$ cat src/rtl/mmu_paged.sv
// Paging MMU for the 6809 SBC: per-task page table, write-protect fault capture, init walker.
// Optional MMU_VECTOR_TASK_EN: hardware task switch to task 0 on interrupt-vector fetch.
module mmu_paged #(
    parameter logic [15:0] IO_PAGE   = 16'hFE00,
    parameter int          PAGE_BITS = 3,
    parameter int          TASK_BITS = 5,
    parameter int          PPN_BITS  = 7
) (
    input  logic                CLK,
    input  logic                RESET,
    input  logic                CPU_EN,
    input  logic [15:0]         ADDR,
    input  logic                RnW,
    input  logic                BA,
    input  logic                BS,
    input  logic [7:0]          DIN,
    output logic [7:0]          DOUT,
    output logic                DOE,
    output logic [PPN_BITS-1:0] PPN,
    output logic                WR_INH,
    output logic                BUSY,
    output logic                IRQ_FAULT
);

    localparam int IDX_BITS = TASK_BITS + PAGE_BITS;
    localparam int ENTRIES  = 1 << IDX_BITS;
    localparam logic [7:0] WIN_MASK = 8'((1 << PAGE_BITS) - 1);
    localparam logic [0:0] ST_INIT = 1'b0;
    localparam logic [0:0] ST_IDLE = 1'b1;

    logic [0:0]          state;
    logic [IDX_BITS-1:0] init_cnt;
    logic                en_mmu, wp_en, firq_en;
    logic [TASK_BITS-1:0] access_key, task_key, prev_task, fault_task;
    logic                fault;
    logic [15:0]         faddr;

    // Each entry keeps only WP (top bit) and the PPN; other bits read back as 0.
    logic [PPN_BITS:0]   table_q [ENTRIES];

    logic                io_sel, win_sel, reg_sel, wr_reg, ctrl_wr, fstat_clr;
    logic [7:0]          off;
    logic [IDX_BITS-1:0] win_idx, xl_idx, tbl_wa;
    logic [PPN_BITS:0]   win_entry, xl_entry, tbl_wd;
    logic                tbl_we;

    assign off       = ADDR[7:0];
    assign io_sel    = (ADDR[15:8] == IO_PAGE[15:8]);
    assign win_sel   = io_sel && ((off & ~WIN_MASK) == 8'h20);
    assign reg_sel   = (io_sel && off >= 8'h10 && off <= 8'h16) || win_sel;
    assign wr_reg    = CPU_EN && !RnW && io_sel;
    assign ctrl_wr   = wr_reg && (off == 8'h10);
    assign fstat_clr = wr_reg && (off == 8'h14) && DIN[7];

    assign win_idx   = {access_key, off[PAGE_BITS-1:0]};
    assign xl_idx    = {task_key, ADDR[15:16-PAGE_BITS]};
    assign win_entry = table_q[win_idx];
    assign xl_entry  = table_q[xl_idx];

    assign BUSY      = (state == ST_INIT);
    assign PPN       = (en_mmu && !BUSY) ? xl_entry[PPN_BITS-1:0]
                                         : PPN_BITS'(ADDR[15:16-PAGE_BITS]);
    assign WR_INH    = en_mmu && wp_en && !BUSY && xl_entry[PPN_BITS] && !RnW && !io_sel;
    assign IRQ_FAULT = fault && firq_en;
    assign DOE       = RnW && reg_sel;

    // NOTE: every always_comb output gets a default first so no path leaves it unassigned (no latch).
    always_comb begin
        DOUT = '0;
        if (io_sel) begin
            case (off)
                8'h10: DOUT = {BUSY, 4'b0000, firq_en, wp_en, en_mmu};
                8'h11: DOUT = 8'(access_key);
                8'h12: DOUT = 8'(task_key);
                8'h13: DOUT = 8'(prev_task);
                8'h14: DOUT = {fault, 2'b00, 5'(fault_task)};
                8'h15: DOUT = faddr[15:8];
                8'h16: DOUT = faddr[7:0];
                default: begin
                    if (win_sel) begin
                        DOUT    = 8'(win_entry[PPN_BITS-1:0]);
                        DOUT[7] = win_entry[PPN_BITS];
                    end
                end
            endcase
        end
    end

    // The init walk owns the table write port while BUSY, so CPU window writes are dropped then.
    always_comb begin
        tbl_we = 1'b0;
        tbl_wa = init_cnt;
        tbl_wd = {1'b0, PPN_BITS'(init_cnt[PAGE_BITS-1:0])};
        if (BUSY) begin
            tbl_we = 1'b1;
        end else if (wr_reg && win_sel) begin
            tbl_we = 1'b1;
            tbl_wa = win_idx;
            tbl_wd = {DIN[7], DIN[PPN_BITS-1:0]};
        end
    end

    // NOTE: the table has no reset; the init walk gives it defined contents instead.
    always_ff @(posedge CLK) begin
        if (tbl_we) table_q[tbl_wa] <= tbl_wd;
    end

    // NOTE: sequential state uses non-blocking assignments only.
    always_ff @(posedge CLK or posedge RESET) begin
        if (RESET) begin
            state    <= ST_INIT;
            init_cnt <= '0;
        end else if (BUSY) begin
            init_cnt <= init_cnt + 1'b1;
            if (init_cnt == '1) state <= ST_IDLE;
        end else if (ctrl_wr && DIN[7]) begin
            state    <= ST_INIT;
            init_cnt <= '0;
        end
    end

    always_ff @(posedge CLK or posedge RESET) begin
        if (RESET) begin
            en_mmu     <= 1'b0;
            wp_en      <= 1'b0;
            firq_en    <= 1'b0;
            access_key <= '0;
            task_key   <= '0;
            fault      <= 1'b0;
            fault_task <= '0;
            faddr      <= '0;
        end else begin
            if (ctrl_wr) {firq_en, wp_en, en_mmu} <= DIN[2:0];
            if (wr_reg && off == 8'h11) access_key <= DIN[TASK_BITS-1:0];
            if (wr_reg && off == 8'h12) task_key <= DIN[TASK_BITS-1:0];
            // A clear arriving with a new fault lets the new fault re-arm FAULT.
            if (CPU_EN && WR_INH && (!fault || fstat_clr)) begin
                fault      <= 1'b1;
                faddr      <= ADDR;
                fault_task <= task_key;
            end else if (fstat_clr) begin
                fault <= 1'b0;
            end
`ifdef MMU_VECTOR_TASK_EN
            if (wr_reg && off == 8'h13) task_key <= prev_task;
            if (CPU_EN && BS && !BA && en_mmu) task_key <= '0;
`endif
        end
    end

`ifdef MMU_VECTOR_TASK_EN
    always_ff @(posedge CLK or posedge RESET) begin
        if (RESET) begin
            prev_task <= '0;
        end else if (CPU_EN && BS && !BA && en_mmu && task_key != '0) begin
            prev_task <= task_key;
        end
    end
`else
    logic unused_vec_status;
    assign prev_task         = '0;
    assign unused_vec_status = BA ^ BS;
`endif

endmodule
$ cat config.mk
export PLATFORM = sky130hd
export DESIGN_NAME = mmu_paged
export DESIGN_NICKNAME = d
export VERILOG_FILES = /design/src/rtl/mmu_paged.sv
export SDC_FILE = /design/constraint.sdc
export NUM_CORES = 2
export LEC_CHECK = 0
export BUFFER_PORTS_ARGS = -buffer_cell sky130_fd_sc_hd__buf_2
export CORE_UTILIZATION = 54
export DETAILED_ROUTE_END_ITERATION = 16
export GPL_ROUTABILITY_DRIVEN = 1
export PLACE_DENSITY = 0.7
export SYNTH_ARGS = -nofsm -noshare
export SYNTH_HDL_FRONTEND = slang
export SYNTH_SLANG_ARGS = --single-unit
$ cat constraint.sdc
create_clock -name CLK -period 12.7 [get_ports CLK]
set_input_delay 1.27 -clock CLK [delete_from_list [all_inputs] [get_ports CLK]]
set_output_delay 1.27 -clock CLK [all_outputs]
set_load 0.01 [all_outputs]
# Yosys cells after proc, flatten, opt, wreduce, memory -nomap -nowiden
# Memory sizes are Yosys's and may differ from the RTL's.
# Cells that the tools add are included.
# classes
n_addsub	1
n_lt_le_gt_ge	2
eq_ne	11
muxes	19
bitwise_logic	1
reduce_logical	28
# op_table
operator	count
$mux 8	8
$eq 8x5->1 const B	7
$pmux 8 s7	1
$logic_and 1x1->1	22
$eq 8x8->1 const B	2
$mux 1	9
$add 8x1->8 const B	1
$ge 8x5->1 const B	1
$le 8x5->1 const B	1
$mux 7	1
$eq 5x3->1 const B	1
$logic_not 1->1	3
$logic_or 1x1->1	2
$ne 2x1->1 const B	1
$reduce_bool 2->1	1
$not 1->1	1
# word_totals
register_bits	44
ramBits	2048
mem_count	1
# memory_table
name	words	width	read_ports	rd_clocked_by_memory_dff	write_ports	line_no	rtl
table_q	256	8	2	0	1	39	logic [PPN_BITS:0] table_q [ENTRIES];

# Longest topological paths before layout
# depth
word_depth	8
ltp_mapped	12

# Worst setup path after synthesis
# OpenSTA, ideal clock, no wires.
# synth_path
kind	input to register
from	input port ADDR[3]
to	memory table_q[0][7] (netlist bit), data pin
arrival_ns	8.392
required_ns	11.311
setup_slack_ns	2.919
cell_stages	6
path_buffers	2
cell_sequence	nor3_1 > and4bb_2 > nand3_1 > buf_2 > buf_2 > nor2_1
# synth_via
elab_chain_cells	5
# synth_rtl
element	line_no	rtl
start: declaration	12	input logic [15:0] ADDR,
$eq 5x3->1	49	assign win_sel = io_sel && ((off & ~WIN_MASK) == 8'h20);
$logic_and 1x1->1	49	
$logic_and 1x1->1	96	end else if (wr_reg && win_sel) begin
$mux 8	96	
$mux 8	94	if (BUSY) begin
named net tbl_wd[7]	44	logic [PPN_BITS:0] win_entry, xl_entry, tbl_wd;
end: declaration	39	
# The timed path passes the listed nets, and every way through them passes these cells.

# Final worst setup path
# layout_path
from	input port ADDR[13]
to	output port PPN[0]
# layout_via
elab_chain_cells	2
# layout_rtl
element	line_no	rtl
$mem_v2 256x8	--	
$mux 7 (*)	61	assign PPN = (en_mmu && !BUSY) ? xl_entry[PPN_BITS-1:0]
end: declaration	19	output logic [PPN_BITS-1:0] PPN,
# Mark *: on every way between the ends. The rest lies on a longest branch, timed or not.

==> run summary <==
Yosys cell types -> 66
Warnings, synthesis -> 0
RSZ-0062 raised after global routing -> no
Largest net degree at the start of global routing -> 128
CTS tree -> done
Worst slew margin -> 0.0987
Crit end category -> primary output
Fin nets -> 4842
Syn-to-layout area delta -> 9.35%
Final TNS setup -> 0 ns
Hold depth -> 1
Leakage -> 36.6 nW
Die Span X -> 429 µm
Root Driver -> clkbuf_16
Initial antenna violation count -> 24
Iter 0 DRT Violations -> 9401
Final Skew -> 0.0303 ns
Hold Crit Endpoint -> faddr[1]$_DFFE_PP0P_
Crit path kind -> primary input to primary output
Period utilisation layout -> 0.619
R2R Path End -> table_q[44][5]$_DFFE_PP_
Pwr Total -> 14.1 mW
Via Count -> 55319
Post-CTS Hold Fix Bufs -> 0
Startpoint types -> primary input
Synthesized cell area -> 98300 µm²
Setup bufs post-CTS -> 0
Resized Gates After CTS -> 0
Sequential-to-total area share from yosys stat -> 0.637
Critical path required time -> 11.43 ns
Fillers -> 12730
Pwr Density -> 131 nW/µm²
Critical path fanouts, max -> 86
Fraction of layout cells with a size suffix above 1 -> 0.342
Fraction of registers with async set/reset -> 0.0210
Number of synthesized register bits -> 2092
Worst-Margin Slew -> 1.35 ns
Crit path arrival time -> 6.60 ns
Max rail drop VDD -> 0.106 mV
Post-synth top flop -> edfxtp_1
Clock period minus worst slack -> 7.87 ns
Hold path startpoint -> faddr[1]$_DFFE_PP0P_
Final setup fails -> 0
Status -> complete, no violations
Final HPWL DP -> 184000 µm
Die area -> 184000 µm²
Most frequent cells in the layout -> edfxtp_1, mux4_2, nor2_1, clkbuf_16, mux2i_1
Peak Freq -> 0.127 GHz
Vias per std cell -> 7.50
R2R depth -> 7
Final hold violations -> 0
First-pass DRT Iterations -> 8
Syn Inst Count -> 4819
Clk_lat worst skew -> 0.89 ns
Num CTS Buffers -> 212
Maxcap violations -> 0
Die Y -> 429 µm
Routed Antenna Nets -> 0
I/O pin total -> 49
Initial Utilization -> 0.544
Hold Crit Class -> register to register
First-pass GRT wire length -> 421000 µm
Port buffer count -> 46
Core box area -> 181000 µm²
Avg WL per Cell -> 40.9 µm
R2r setup slk -> 6.43 ns
Residual DRC count -> 0
RD Place Congestion -> 0.979
Post-Syn Nets -> 4850
All-layer global routing usage -> 0.330
Commonest non-fill, non-tap cell in the layout -> edfxtp_1
Gr ovfl total -> 0
Vias in the first global route -> 54759
Post-synthesis average cell area -> 20.4 µm²
H-tree levels -> 4
Clock Sinks -> 2092
Number of enable flip-flop cells after synthesis -> 2048
Row cnt -> 156
FF-to-FF Start -> access_key[0]$_DFFE_PP0P_
Drt total wl -> 301000 µm
Fin. max-slew vios -> 0
Clock slew seen by the registers of the worst setup and hold paths -> 0.06 ns
CTS Buffer Depth -> 3
## cell families after synthesis
family,count (synthesis),share of synthesized area
xor gates and xnor gates,1,0.0000891
AOI/OAI and AO/OA,336,0.0248
buffers and inverters,403,0.0213
DFF,2092,0.637
adders and majority gates,1,0.000127
muxes,1378,0.290
and+or+nand+nor,608,0.0271
## cells in the mapped netlist, types with 38 or more instances
cell type  count  area [µm²]
nor2_1       302        1130
nand3_1       38         190
edfxtp_1    2048       61500
mux2i_1      166        1660
mux4_2      1173       26400
clkbuf_1     140         526
nand2_1      140         526
o21ai_0       42         210
buf_1         44         165
dfrtp_1       44        1100
buf_2        132         661
buf_4         38         285
a22oi_1       58         435
## stage by stage
| stage | setup WS [ns] | hold WS [ns] | utilization | area [µm²] | std cells |
|---|---|---|---|---|---|
| floorplan | 2.92 | 0.464 | - | 98300 | 4819 |
| global placement | 5.07 | 0.473 | 0.558 | 101000 | 6967 |
| detailed placement | 5.06 | 0.481 | 0.558 | 101000 | 6967 |
| CTS | 5.06 | 0.494 | 0.595 | 107000 | 7358 |
| global route | 4.78 | 0.512 | 0.595 | 108000 | 7364 |
| finish | 4.83 | 0.494 | 0.595 | 108000 | 7374 |
## layout make-up
class	count	area, µm²	share of cell area
Clock buffer	274	5630	0.0524
Antenna cell	16	40.0	0.000372
Inverter	14	60.1	0.000559
Tap cell	2370	2970	0.0276
Clock inverter	117	1080	0.0101
Timing Repair Buffer	167	1370	0.0127
Multi-Input combinational cell	2324	33800	0.314
Sequential cell	2092	62600	0.582
## power by group
| group | switching, mW | internal [mW] | leakage [nW] |
|---|---|---|---|
| clock | 2.70 | 3.43 | 3.25 |
| sequential | 0.0000829 | 7.46 | 22.7 |
| combinational | 0.299 | 0.195 | 10.6 |
| total | 3.00 | 11.1 | 36.6 |
## flip-flops by register name (all words and copies together) (netlist names)
signal      cells
table_q      2048
faddr          16
init_cnt        8
access_key      5
fault_task      5
task_key        5
en_mmu          1
fault           1
firq_en         1
state           1
wp_en           1
## how the worst max path moves through the flow
| stage | start | endpoint | slack [ns] | cells after the start |
|---|---|---|---|---|
| 2_1_floorplan | ADDR[3] | table_q[0][7]$_DFFE_PP_ | 2.92 | 6 |
| 3_3_place_gp | ADDR[13] | PPN[0] | 5.07 | 10 |
| 3_5_place_dp | ADDR[13] | PPN[0] | 5.06 | 10 |
| 4_1_cts | ADDR[13] | PPN[0] | 5.06 | 10 |
| 5_1_grt | ADDR[13] | PPN[0] | 4.78 | 10 |
| 6_report | ADDR[13] | PPN[0] | 4.83 | 10 |
## worst max-delay path, cell delays in order
cell	delay [ns]
buf_8	0.48
buf_12	0.60
buf_4	0.78
mux4_2	0.59
mux4_2	0.53
mux2i_1	0.54
a221oi_1	0.27
a22oi_1	0.72
o21ai_1	0.39
buf_2	0.25
## layer usage
layer / GRT usage / up-vias / wire, µm
met3: 0.0902 / 871 / 38000
met2: 0.488 / 4074 / 137000
met5: 0 / - / 59
li1: - / 20973 / -
met1: 0.445 / 29393 / 106000
met4: 0.192 / 8 / 20100
Note: power is estimated with default switching activity, not from simulation.
